**src/rtl/wb_arbiter2.sv**
```systemverilog
// -----------------------------------------------------------------------------
// wb_arbiter2
//
// Purpose:
//   Shares one Wishbone system bus (address switch + ROM/Tube/SRAM slaves)
//   between two masters: m0 (the A23 core) and m1 (DMA / host access).
//   Ownership is granted for a whole bus cycle (CYC high) and is returned
//   through one IDLE cycle before the next owner is chosen. A per-access
//   watchdog answers ERR to the owner when a slave never acknowledges.
//
// Handshake (Wishbone classic):
//   A master holds CYC for as long as it wants the bus. A transfer is
//   presented while STB is high and completes in the cycle the slave raises
//   ACK, or in the cycle the arbiter raises ERR. ACK and ERR are never high
//   together, and a master that is not the owner never sees either.
//
// Ports:
//   clk, rst_b                 clock, asynchronous active-low reset
//   m0_* / m1_*                master-side Wishbone ports (adr/dat/sel/we/
//                              cyc/stb in, dat/ack/err out)
//   s_*                        shared Wishbone port towards the switch
//   grant_o                    one-hot current owner (01 = m0, 10 = m1,
//                              00 = IDLE); doubles as the FSM state view
//
// Parameters:
//   AW, DW     address / data width, SEL width is DW/8
//   TIMEOUT    cycles STB may stay unacknowledged before ERR (2..65535)
//   FIXED_PRI  1 = m0 wins every tie, 0 = round-robin
// -----------------------------------------------------------------------------
module wb_arbiter2 #(
  parameter int AW        = 32,
  parameter int DW        = 32,
  parameter int TIMEOUT   = 255,
  parameter int FIXED_PRI = 0
) (
  input  logic            clk,
  input  logic            rst_b,
  input  logic [AW-1:0]   m0_adr_i,
  input  logic [DW-1:0]   m0_dat_i,
  output logic [DW-1:0]   m0_dat_o,
  input  logic [DW/8-1:0] m0_sel_i,
  input  logic            m0_we_i,
  input  logic            m0_cyc_i,
  input  logic            m0_stb_i,
  output logic            m0_ack_o,
  output logic            m0_err_o,
  input  logic [AW-1:0]   m1_adr_i,
  input  logic [DW-1:0]   m1_dat_i,
  output logic [DW-1:0]   m1_dat_o,
  input  logic [DW/8-1:0] m1_sel_i,
  input  logic            m1_we_i,
  input  logic            m1_cyc_i,
  input  logic            m1_stb_i,
  output logic            m1_ack_o,
  output logic            m1_err_o,
  output logic [AW-1:0]   s_adr_o,
  output logic [DW-1:0]   s_dat_o,
  input  logic [DW-1:0]   s_dat_i,
  output logic [DW/8-1:0] s_sel_o,
  output logic            s_we_o,
  output logic            s_cyc_o,
  output logic            s_stb_o,
  input  logic            s_ack_i,
  output logic [1:0]      grant_o
);

  typedef enum logic [1:0] {
    ST_IDLE = 2'd0,
    ST_OWN0 = 2'd1,
    ST_OWN1 = 2'd2
  } state_t;

  localparam logic [15:0] WD_LAST = 16'(TIMEOUT - 1);

  state_t      r_state;
  state_t      w_state_nxt;
  logic        r_last;       // master granted most recently: 0 = m0, 1 = m1
  logic        w_last_nxt;
  logic [15:0] r_wd_cnt;
  logic        r_err;        // high for the single ERR cycle
  logic        w_own0;
  logic        w_own1;
  logic        w_stb_sel;
  logic        w_ack_ok;
  logic        w_wd_count;
  logic        w_wd_fire;

  // ---------------------------------------------------------------------------
  // FSM: state register
  // ---------------------------------------------------------------------------
  always_ff @(posedge clk or negedge rst_b) begin
    if (!rst_b) begin
      r_state <= ST_IDLE;
      r_last  <= 1'b1;       // pretend m1 went last so m0 wins the first tie
    end else begin
      r_state <= w_state_nxt;
      r_last  <= w_last_nxt;
    end
  end

  // ---------------------------------------------------------------------------
  // FSM: next state. Arbitration only happens in IDLE, so every handover
  // passes through exactly one IDLE cycle.
  // ---------------------------------------------------------------------------
  always_comb begin
    w_state_nxt = r_state;
    w_last_nxt  = r_last;
    case (r_state)
      ST_IDLE: begin
        // m0 takes the bus when alone, under fixed priority, or when m1 was
        // the last owner in round-robin mode.
        if (m0_cyc_i && (!m1_cyc_i || (FIXED_PRI != 0) || r_last)) begin
          w_state_nxt = ST_OWN0;
          w_last_nxt  = 1'b0;
        end else if (m1_cyc_i) begin
          w_state_nxt = ST_OWN1;
          w_last_nxt  = 1'b1;
        end
      end
      ST_OWN0: if (!m0_cyc_i) w_state_nxt = ST_IDLE;
      ST_OWN1: if (!m1_cyc_i) w_state_nxt = ST_IDLE;
      default: w_state_nxt = ST_IDLE;
    endcase
  end

  // ---------------------------------------------------------------------------
  // Bus muxing, purely from the registered owner so no request can glitch
  // onto the shared bus before it has been granted.
  // ---------------------------------------------------------------------------
  assign w_own0  = (r_state == ST_OWN0);
  assign w_own1  = (r_state == ST_OWN1);
  assign grant_o = {w_own1, w_own0};

  assign s_adr_o = w_own0 ? m0_adr_i : (w_own1 ? m1_adr_i : '0);
  assign s_dat_o = w_own0 ? m0_dat_i : (w_own1 ? m1_dat_i : '0);
  assign s_sel_o = w_own0 ? m0_sel_i : (w_own1 ? m1_sel_i : '0);
  assign s_we_o  = (w_own0 & m0_we_i)  | (w_own1 & m1_we_i);
  assign s_cyc_o = (w_own0 & m0_cyc_i) | (w_own1 & m1_cyc_i);

  // STB is withdrawn during the ERR cycle so the slave sees the access end.
  assign w_stb_sel = (w_own0 & m0_stb_i) | (w_own1 & m1_stb_i);
  assign s_stb_o   = w_stb_sel & ~r_err;

  // A late ACK landing in the ERR cycle is dropped so ACK and ERR never pair.
  assign w_ack_ok = s_ack_i & ~r_err;

  assign m0_ack_o = w_own0 & w_ack_ok;
  assign m1_ack_o = w_own1 & w_ack_ok;
  assign m0_err_o = w_own0 & r_err;
  assign m1_err_o = w_own1 & r_err;
  assign m0_dat_o = w_own0 ? s_dat_i : '0;
  assign m1_dat_o = w_own1 ? s_dat_i : '0;

  // ---------------------------------------------------------------------------
  // Watchdog. Counts only while a strobe is outstanding, so STB gaps inside a
  // locked cycle do not age the access. If the owner drops CYC in the very
  // cycle the watchdog fires, the FSM is already heading to IDLE and the ERR
  // pulse is masked by the ownership gating above.
  // ---------------------------------------------------------------------------
  assign w_wd_count = s_cyc_o & s_stb_o & ~s_ack_i;
  assign w_wd_fire  = w_wd_count & (r_wd_cnt == WD_LAST);

  always_ff @(posedge clk or negedge rst_b) begin
    if (!rst_b) begin
      r_wd_cnt <= '0;
      r_err    <= 1'b0;
    end else begin
      r_err <= w_wd_fire;
      if ((r_state == ST_IDLE) || s_ack_i || r_err || w_wd_fire) begin
        r_wd_cnt <= '0;
      end else if (w_wd_count) begin
        r_wd_cnt <= r_wd_cnt + 16'd1;
      end
    end
  end

endmodule

```
**config.mk**
```make
export PLATFORM = sky130hd
export DESIGN_NAME = wb_arbiter2
export DESIGN_NICKNAME = d
export VERILOG_FILES = /design/src/rtl/wb_arbiter2.sv
export SDC_FILE = /design/constraint.sdc
export NUM_CORES = 1
export LEC_CHECK = 0
export CAP_MARGIN = 40
export CORE_AREA = 4 4 123 125
export CTS_CLUSTER_DIAMETER = 30
export DETAILED_ROUTE_END_ITERATION = 6
export DIE_AREA = 0 0 127 129
export PLACE_DENSITY_LB_ADDON = 0.2
export SLEW_MARGIN = 30
export SYNTH_ARGS = -nofsm -noshare
export SYNTH_HDL_FRONTEND = slang
export SYNTH_SLANG_ARGS = --single-unit
```
**constraint.sdc**
```tcl
create_clock -name clk -period 3.05 [get_ports clk]
set_input_delay 0.4575 -clock clk [delete_from_list [all_inputs] [get_ports clk]]
set_output_delay 0.4575 -clock clk [all_outputs]
set_load 0.1 [all_outputs]
```
# After elaboration in Yosys (flattened, before gate mapping)
# Cells that the tools add are included.
# W data, S select, Z words.
word_totals:
  in_bits: 177
  out_inout_bits: 141
  wordCells: 59
  ff_bits: 20
op_classes:
  mux: 17
  n_eq_ne: 6
  addsub: 1
  bitwise: 20
  n_reduce_logical: 11
ops:
  columns: ["operator", "n"]
  rows:
  - ["$mux W32", 6]
  - ["$mux W16", 2]
  - ["$add A16 B1 Y16 const B", 1]
  - ["$eq A16 B8 Y1 const B", 1]
  - ["$and A1 B1 Y1", 15]
  - ["$mux W2", 4]
  - ["$mux W4", 2]
  - ["$pmux W2 S3", 1]
  - ["$logic_or A1 B1 Y1", 4]
  - ["$ne A2 B2 Y1 const B", 2]
  - ["$reduce_bool A2 Y1", 2]
  - ["$ne A3 B3 Y1 const B", 1]
  - ["$or A1 B1 Y1", 3]
  - ["$reduce_and A3 Y1", 1]
  - ["$eq A2 B1 Y1 const B", 1]
  - ["$eq A2 B2 Y1 const B", 1]
  - ["$logic_not A2 Y1", 1]
  - ["$mux W1", 2]
  - ["$not A1 Y1", 2]
  - ["$reduce_and A2 Y1", 1]
  - ["$logic_and A1 B1 Y1", 1]
  - ["$logic_not A1 Y1", 1]

# Depth between registers and ports, before layout
# Gate-level depths: netlist (run 1).
depth:
  word_depth: 9
  ltp_mapped: 7
  depth_no_buf: 6

# Worst setup path after synthesis (run 1)
# No wires, ideal clock.
synth_path:
  kind: "reg2out"
  startpoint: "reg r_state[1]"
  endpoint: "out s_stb_o"
  stages_incl_launch_ff: 7
  n_path_buf: 3
  required_time_ps: 2592
  path_slack_ps: 190
  arrival_ps: 2403
  cell_sequence: "dfrtp_1 > buf_2 > nor2b_1 > clkbuf_1 > clkbuf_1 > a21oi_1 > nor2_1"
synth_via:
  elab_chain_cells: 4
  word_cells_on_any_way: 6
  cone_classes: "eq/ne (2); bitwise (4)"
synth_lines:
  columns: ["item", "line", "text"]
  rows:
  - ["start: declaration", "75", "state_t r_state;"]
  - ["start signal: assignment", "96", "r_state <= w_state_nxt;"]
  - ["$eq A2 B1 Y1 or $eq A2 B2 Y1 (tied branches)", "130, 131", null]
  - ["$and A1 B1 Y1", "141", "assign w_stb_sel = (w_own0 & m0_stb_i) | (w_own1 & m1_stb_i);"]
  - ["$or A1 B1 Y1 (*)", "141", null]
  - ["$and A1 B1 Y1 (*)", "142", "assign s_stb_o = w_stb_sel & ~r_err;"]
  - ["end: declaration", "62", "output logic s_stb_o,"]
# Mark *: on every way between the ends. The rest lies on a longest branch, timed or not.

# Worst setup path in the final report (run 1)
layout_path:
  startpoint: "reg r_state[1]"
  endpoint: "out s_dat_o[16]"
layout_via:
  elab_chain_cells: 3
  word_cells_on_any_way: 4
  cone_classes: "eq/ne (2); mux (2)"
layout_lines:
  columns: ["item", "line", "text"]
  rows:
  - ["$eq A2 B2 Y1", "131", "assign w_own1 = (r_state == ST_OWN1);"]
  - ["$mux W32", "135", "assign s_dat_o = w_own0 ? m0_dat_i : (w_own1 ? m1_dat_i : '0);"]
  - ["$mux W32 (*)", "135", null]
  - ["end: declaration", "57", "output logic [DW-1:0] s_dat_o,"]
# Marked as above.

==> results of run 1 <==
## critical path: cells and delay by family, from the launching register on
kind / cells / cell delay [ps]
simple gates: 1 / 240
buf+inv: 2 / 520
flops: 1 / 580
compound gates: 1 / 320
## layout by cell type, fill, tap and decap left out, types with 3 or more instances in the layout
| cell | instances |
|---|---|
| nand4_1 | 3 |
| clkbuf_16 | 3 |
| nor2_1 | 13 |
| nor4_1 | 3 |
| a211oi_1 | 4 |
| dfrtp_1 | 19 |
| xor2_1 | 4 |
| a21oi_1 | 8 |
| nand3_1 | 6 |
| a22o_1 | 70 |
| or3_1 | 4 |
| and2_1 | 67 |
| buf_12 | 143 |
| clkdlybuf4s50_1 | 176 |
| nand2_1 | 10 |
| nor3_1 | 3 |
| xnor2_1 | 6 |
| o21ai_0 | 5 |
## layout make-up
type | count | area, sq um | share of cell area [%]
Clock buffer | 4 | 88.84 | 1.241
Sequential cell | 20 | 501.7 | 7.012
Tap cell | 180 | 225.2 | 3.147
Inverter | 2 | 7.507 | 0.1049
Timing Repair Buffer | 322 | 4651 | 64.99
Multi-Input combinational cell | 233 | 1682 | 23.50
## flip-flops by register name, summed over array words and instances (netlist names)
register,count
r_wd_cnt,16
r_state,2
r_err,1
r_last,1
## stage by stage
stage	cells	area (sq um)	hold slack, ps	setup slack [ps]
2_1_floorplan	285	2306	161.9	189.6
3_3_place_gp	756	7056	520.4	695.8
3_5_place_dp	757	7067	517.0	655.0
4_1_cts	761	7156	459.7	485.3
5_1_grt	761	7156	475.8	416.7
6_report	761	7156	460.3	565.7
## power by group through the flow
stage / sequential (uW) / combinational, uW / clock, uW
global placement: 312 / 4250 / 0
detailed placement: 314 / 4260 / 0
CTS: 310 / 4270 / 297
global route: 314 / 4330 / 312
finish: 311 / 4240 / 293
floorplan: 296 / 2550 / 0
## worst paths after layout
kind / from / endpoint / depth (start not counted)
setup / recovery: r_state[1] / s_dat_o[16] / 4
hold / removal: rst_b / r_wd_cnt[14] / 1
setup reg to reg: r_state[0] / r_wd_cnt[11] / 4
hold reg to reg: r_last / r_state[1] / 1
max in group asynchronous: rst_b / r_last / 2
min in group clk: r_last / r_state[1] / 1
## per-layer routing
layer | part of all wire, % | vias to the layer above
met5 | 0 | -
met4 | 0.72 | 0
met3 | 7.7 | 8
met2 | 55 | 158
met1 | 36 | 1650
li1 | - | 1658
## cells by family after synthesis
| kind of cell | share of synthesized area, % |
|---|---|
| AOI/OAI and AO/OA | 34.56 |
| and+or+nand+nor | 32.83 |
| DFF | 21.76 |
| buffers and inverters | 5.968 |
| xor gates and xnor gates | 3.798 |
| adders and majority gates | 1.085 |
==> results_dict.tcl, run 1 <==
set metrics [dict create \
    skew_ps 3.891 \
    dieWidth_microns 127 \
    routed_wl_microns 15070 \
    period_share_pct 81.45 \
    portBuffers 317 \
    setup_viol_count_final 0 \
    swShare_pct 59.10 \
    hold_viol 0 \
    clk_pin_slew_worst_paths_ps 60 \
    synth_edf_count 0 \
    globalplace.congestion 0.8890 \
    slew_headroom_pct 65.91 \
    root_buffer "clkbuf_16" \
    wl_per_cell_microns 19.80 \
    period_minus_slack_ps 2484 \
    cap_violations 0 \
    slowest_stage "dfrtp_1" \
    netlist-cell-type-count 40 \
    worstSetupPathType "reg -> out" \
    die_y_microns 129 \
    grt_pass1_vias 3605 \
    ios 318 \
    cts_buffer_depth 2 \
    slew_viol_final 0 \
    ys.flop_type "dfrtp_1" \
    drt_pre_antenna_iters 4 \
    worst_pin_slew_ps 498.5 \
    die-area_sq_um 16380 \
    clock.fmax_mhz 402.5 \
    cp_max_fo 106 \
    crit_path_frequent_cell "buf_12" \
    postRouteAntennaNets 0 \
    drive_above_1_share_pct 26.68 \
    cts_buffers 3 \
    grt_antenna_before_repair 0 \
    p_switching_uw 2862 \
    pwr-share-comb_pct 87.5 \
    crit_path_end_kind "output pin" \
    cts.sinks 20 \
    globalRouteMet1Util_pct 18.83 \
    p_int_uw 1981 \
    core.rowCount 43 \
    grtUsageMet3_pct 4.234 \
    synthDominantCellAreaShare_pct 26.59 \
    num-nets-final 761 \
    hold_path.class "in -> async" \
    nFillCells 1224 \
    regToRegSetupSlack_ps 1060 \
    syn_to_final_growth_pct 210.3 \
    cts_tree "built" \
    core_region_area_sq_um 13880 \
    synth-seq-cells 20 \
    top_usage_layer "met2" \
    holdBufCountCts 0 \
    remaining_drc_errors 0 \
    yosysSeqAreaShare_pct 21.76 \
    synth_area_leader_cell "a22o_1" \
    crit_chain "nor2b_4 > buf_12 > a22o_1 > buf_12" \
    vias 3474 \
    synth.area.top_cells "a22o_1 27%, dfrtp_1 21%, and2_1 18%, clkbuf_1 3.4%, xnor2_1 2.3%" \
    post_cts.repair.setup_buffers 0 \
    cpPeakStageDelay_ps 580 \
    clkLatencyLatePin_ps 250 \
    start_util_pct 16.61 \
    synth.avg_cell_area_sq_um 8.091 \
    synth_nets 464 \
    use_met2_pct 32.53 \
    required_ps 2590 \
    power_leakage_uw 0.002872 \
    diodes 0 \
    synthTopCellsByCount "70 x a22o_1, 67 x and2_1, 21 x clkbuf_1" \
    grt_pass1_wl_microns 21790 \
    drt_iter0_markers 117 \
    hpwl_microns 12570 \
    utilization_pct 51.55 \
    syn_area_sq_um 2306 \
    tns_ps 0 \
    routed_via_density 4.565 \
    clkPwrFrac_pct 6.1 \
    powerDensity_nw_per_um2 676.7 \
    p_seq_share_pct 6.4 \
    outcome "complete, no violations" \
    vdd_ir_drop_max_mv 0.3898 \
    yosys_warnings 0 \
    yosysMostFrequentCell "a22o_1" \
    total_power_uw 4842 \
    cp-start-kind "register" \
    grt-ovfl-total 0 \
    synthCells 285 \
    rsz0062_at_grt "false" \
    grt_max_degree 107 \
    worstPathArrival_ps 2030 \
    async_flop_share_pct 100.0 \
    grt_use_total_pct 16.77 \
    htreeDepth 1 \
    cts_resized 0 \
]
No activity file was read; power rests on OpenSTA's default activity.
==> inputs of run 2 (changes only) <==
--- a/config.mk
+++ b/config.mk
@@ -6,10 +6,10 @@
 export NUM_CORES = 1
 export LEC_CHECK = 0
 export CAP_MARGIN = 40
-export CORE_AREA = 4 4 123 125
+export CORE_AREA = 4 4 122 124
 export CTS_CLUSTER_DIAMETER = 30
 export DETAILED_ROUTE_END_ITERATION = 6
-export DIE_AREA = 0 0 127 129
+export DIE_AREA = 0 0 126 128
 export PLACE_DENSITY_LB_ADDON = 0.2
 export SLEW_MARGIN = 30
 export SYNTH_ARGS = -nofsm -noshare
==> constraint.sdc (replaced) <==
create_clock -name clk -period 2.1 [get_ports clk]
set_input_delay 0.315 -clock clk [delete_from_list [all_inputs] [get_ports clk]]
set_output_delay 0.315 -clock clk [all_outputs]
set_load 0.1 [all_outputs]
==> results_dict.tcl, run 2 (synthesis gave the netlist of run 1 again) <==
set metrics [dict create \
    root_buffer "clkbuf_16" \
    reg_top3 "r_wd_cnt: 16 flops, r_state: 2 flops" \
    hold_viol 0 \
    final_common_cell "clkdlybuf4s50_1" \
    portBuffers 317 \
    largest_register_ffs 16 \
    syn_to_final_growth_pct 242.4 \
    clkLatencyLatePin_ps 250 \
    start_util_pct 16.74 \
    cap_violations 0 \
    htreeDepth 1 \
    r2r_end "r_wd_cnt[15]" \
    period_minus_slack_ps 2056 \
    drive_above_1_share_pct 47.32 \
    routed_wl_microns 16120 \
    r2r_start "r_state[0]" \
    grt_pass1_vias 3782 \
    worst_pin_slew_ps 601.8 \
    drt_iter0_markers 242 \
    regToRegSetupSlack_ps 160 \
    powerDensity_nw_per_um2 951.5 \
    nFillCells 1155 \
    globalplace.congestion 0.8736 \
    hpwl_microns 13940 \
    cts_buffer_depth 2 \
    hold_path.class "in -> async" \
    r2r_cells 5 \
    postRouteAntennaNets 0 \
    routed_via_density 4.670 \
    grt_use_total_pct 18.42 \
    multi_input_area_sq_um 2213 \
    cp_max_fo 22 \
    diodes 0 \
    hold_slack_ps 401.8 \
    num-nets-final 778 \
    slew_viol_final 0 \
    clock.fmax_mhz 486.3 \
    fin_cells 778 \
    ios 318 \
    grt_antenna_before_repair 0 \
    final_cell_mix "176 x clkdlybuf4s50_1, 149 x buf_12, 49 x a22o_4" \
    vdd_ir_drop_max_mv 0.5243 \
    remaining_drc_errors 0 \
    crit_path_end_kind "output pin" \
    cp-start-kind "register" \
    cts.sinks 20 \
    core.rowCount 43 \
    tns_ps 0 \
    slew_headroom_pct 58.84 \
    die-area_sq_um 16130 \
    setup_viol_count_final 0 \
    grt_pass1_wl_microns 23380 \
    required_ps 1780 \
    grt_max_degree 46 \
    cts_tree "built" \
    core_region_area_sq_um 13770 \
    die_y_microns 128 \
    grt-ovfl-total 0 \
    worstPathArrival_ps 1740 \
    regMostFlops "r_wd_cnt" \
    regArea_sq_um 504.2 \
    cts_buffers 3 \
    vias 3633 \
    dieWidth_microns 126 \
    drt_pre_antenna_iters 4 \
    outcome "complete, no violations" \
    worstSetupPathType "reg -> out" \
    power_leakage_uw 0.003274 \
    clk_pin_slew_worst_paths_ps 60 \
    total_power_uw 7513 \
    skew_ps 1.792 \
    wl_per_cell_microns 20.71 \
    period_share_pct 97.92 \
    place_inst 769 \
]
## run 2: cell type report
class / count / share of cell area (%)
Inverter: 2 / 0.09507
Multi-Input combinational cell: 233 / 28.03
Sequential cell: 20 / 6.386
Timing Repair Buffer: 339 / 61.64
Tap cell: 180 / 2.852
Clock buffer: 4 / 0.9983
## run 2: worst max-delay path: stages (launching register included)
cell and delay, ps:
dfrtp_2 490, nor2b_4 170, buf_4 160, clkbuf_16 200
a22o_4 290, buf_12 160
## run 2: through the flow
| step | setup WS [ps] | utilization, % | cell area [sq um] |
|---|---|---|---|
| floorplan | -164.9 | - | 2843 |
| global placement | -13.56 | 56.34 | 7760 |
| global route | -4.192 | 57.33 | 7896 |
| detailed placement | -66.41 | 56.34 | 7760 |
| finish | 43.78 | 57.33 | 7896 |
| CTS | 10.89 | 56.93 | 7841 |
## run 2: metal layers
layer  vias to the layer above  part of all wire (%)  track usage (%)
li1                       1692                     -                -
met1                      1698                    37            21.77
met2                       231                    52            33.05
met3                        12                   9.7            5.750
met4                         0                   1.4            3.470
met5                         -                     0                0
## run 2: worst max path at each step
stage	cells after the start	endpoint	startpoint	slack (ps)
floorplan	6	s_stb_o	r_state[1]	-160
global placement	6	r_wd_cnt[12]	m1_cyc_i	-10
detailed placement	5	r_wd_cnt[13]	m1_cyc_i	-70
CTS	5	m0_dat_o[24]	r_state[0]	10
global route	5	m1_err_o	r_state[1]	-4
finish	5	s_adr_o[30]	r_state[1]	40
## run 2: repair_timing
action	CTS	global route
endpoints found under the setup margin	117	28
gates cloned	0	1
gates resized for setup	2	0
buffers inserted	0	4
hold endpoints to repair	0	0
hold buffers	0	0
## run 2: where the power goes
part,switching [uW],internal [uW]
registers,34.3,414
logic,4100,2560
clock network,145,259
total,4280,3240
==> inputs of run 3 (changes only) <==
==> constraint.sdc (replaced) <==
create_clock -name clk -period 1.8 [get_ports clk]
set_input_delay 0.27 -clock clk [delete_from_list [all_inputs] [get_ports clk]]
set_output_delay 0.27 -clock clk [all_outputs]
set_load 0.1 [all_outputs]
==> results_dict.tcl, run 3 (synthesis gave the netlist of run 1 again) <==
set metrics [dict create \
    cts_buffers 3 \
    nFillCells 1038 \
    cap_violations 0 \
    required_ps 1530 \
    root_buffer "clkbuf_16" \
    dieWidth_microns 126 \
    fin_cells 825 \
    grt_max_degree 26 \
    crit_path_end_kind "output pin" \
    num-nets-final 824 \
    violations "negative setup slack" \
    hold_slack_ps 347.9 \
    hold_path.class "in -> async" \
    grt_antenna_before_repair 2 \
    die-area_sq_um 16130 \
    vias 3822 \
    drt_pre_antenna_iters 4 \
    cp-start-kind "register" \
    grt_pass1_vias 4124 \
    clkLatencyLatePin_ps 250 \
    final_cell_mix "176 x clkdlybuf4s50_1, 153 x buf_12, 70 x a22o_4" \
    final_common_cell "clkdlybuf4s50_1" \
    cts_buffer_depth 2 \
    slew_viol_final 0 \
    postRouteAntennaNets 0 \
    drive_above_1_share_pct 57.30 \
    cts_tree "built" \
    pwr-share-comb_pct 89.6 \
    worstPathArrival_ps 1680 \
    setup_viol_count_final 144 \
    period_share_pct 108.1 \
    period_minus_slack_ps 1945 \
    routed_via_density 4.633 \
    utilization_pct 64.05 \
    slowest_stage "dfrtp_2" \
    hpwl_microns 15690 \
    fin_ws_ps -145.3 \
    crit_path_frequent_cell "buf_12" \
    clk_pin_slew_worst_paths_ps 60 \
    cp_max_fo 17 \
    clock.fmax_mhz 514.1 \
    core.rowCount 43 \
    die_y_microns 128 \
    critPathTopFamily "buffers and inverters" \
    total_power_uw 9613 \
    reg_top3 "r_wd_cnt: 16 flops, r_state: 2 flops" \
    grt-ovfl-total 0 \
    portBuffers 317 \
    outcome "complete, but fails checks" \
    p_seq_share_pct 5.2 \
    vdd_ir_drop_max_mv 0.7088 \
    htreeDepth 1 \
    remaining_drc_errors 0 \
    slew_headroom_pct 70.11 \
    rsz0062_at_grt "true" \
    skew_ps 4.878 \
    hold_viol 0 \
    grt_pass1_wl_microns 26240 \
    p_switching_uw 5243 \
    cp.buffers_inverters 4 \
    regMostFlops "r_wd_cnt" \
    grt_use_total_pct 21.20 \
    cpPeakStageDelay_ps 410 \
    worstSetupPathType "reg -> out" \
    syn_to_final_growth_pct 282.6 \
    largest_register_ffs 16 \
    wl_per_cell_microns 22.72 \
    core_region_area_sq_um 13770 \
    p_int_uw 4371 \
    cts.sinks 20 \
    power_leakage_uw 0.003755 \
    crit_chain "buf_6 > nor2b_4 > buf_12 > buf_12 > a22o_4 > buf_12" \
    clkPwrFrac_pct 5.2 \
    powerDensity_nw_per_um2 1090 \
    start_util_pct 16.74 \
    routed_wl_microns 18740 \
    worst_pin_slew_ps 444.9 \
    globalplace.congestion 0.9284 \
    ios 318 \
    place_inst 796 \
    tns_ps -12760 \
    swShare_pct 54.54 \
    drt_iter0_markers 301 \
]
[run 3: cell types whose count changed in the layout (fill, tap and decap cells not counted), sizes merged]
cell,previous run,this run
diode,0,1
clkbuf,5,8
buf,162,205
[run 3: layout make-up]
cell class                 count  area (sq um)  share of cell area (%)
antenna                        1         2.502                 0.02836
clock buffer                   4         88.84                   1.007
inverter                       2         7.507                 0.08509
multi-input combinational    233          2524                   28.61
sequential                    20         503.0                   5.701
tap                          180         225.2                   2.553
timing repair buffer         385          5472                   62.02
[run 3: power groups by stage]
stage | combinational (uW) | clock, uW | sequential [uW]
2_1_floorplan | 4870 | 0 | 502
3_3_place_gp | 8080 | 0 | 521
3_5_place_dp | 8120 | 0 | 524
4_1_cts | 8560 | 503 | 504
5_1_grt | 8840 | 522 | 508
6_report | 8610 | 501 | 503
[run 3: worst paths after layout]
| path | slack [ps] | endpoint | startpoint | depth (start not counted) |
|---|---|---|---|---|
| max | -150 | s_dat_o[4] | r_state[1] | 6 |
| min | 350 | r_wd_cnt[7] | rst_b | 2 |
| max reg2reg | -130 | r_wd_cnt[9] | r_state[0] | 6 |
| min reg2reg | 540 | r_last | r_last | 2 |
| max in group asynchronous | 1180 | r_last | rst_b | 2 |
| min in group clk | 540 | r_last | r_last | 2 |
[run 3: repair_timing]
item	CTS	global route
setup buffers	15	2
hold buffers	0	0
endpoints found under the hold margin	0	0
setup endpoints to repair	137	155
gates resized for setup	64	15
pin swaps	56	26
gates cloned	4	4
[run 3: layer usage]
layer	routed length (microns)	GRT usage (%)	vias up
met3	2082	8.958	20
met2	9431	37.40	242
met1	6892	24.37	1775
met4	316	3.470	2
met5	20	0	-
li1	-	-	1783
[run 3: through the flow]
step	cell area, sq um	setup slack [ps]
2_1_floorplan	3024	-210.5
3_3_place_gp	8155	-229.9
3_5_place_dp	8155	-277.3
4_1_cts	8677	-146.4
5_1_grt	8822	-203.1
6_report	8822	-145.3
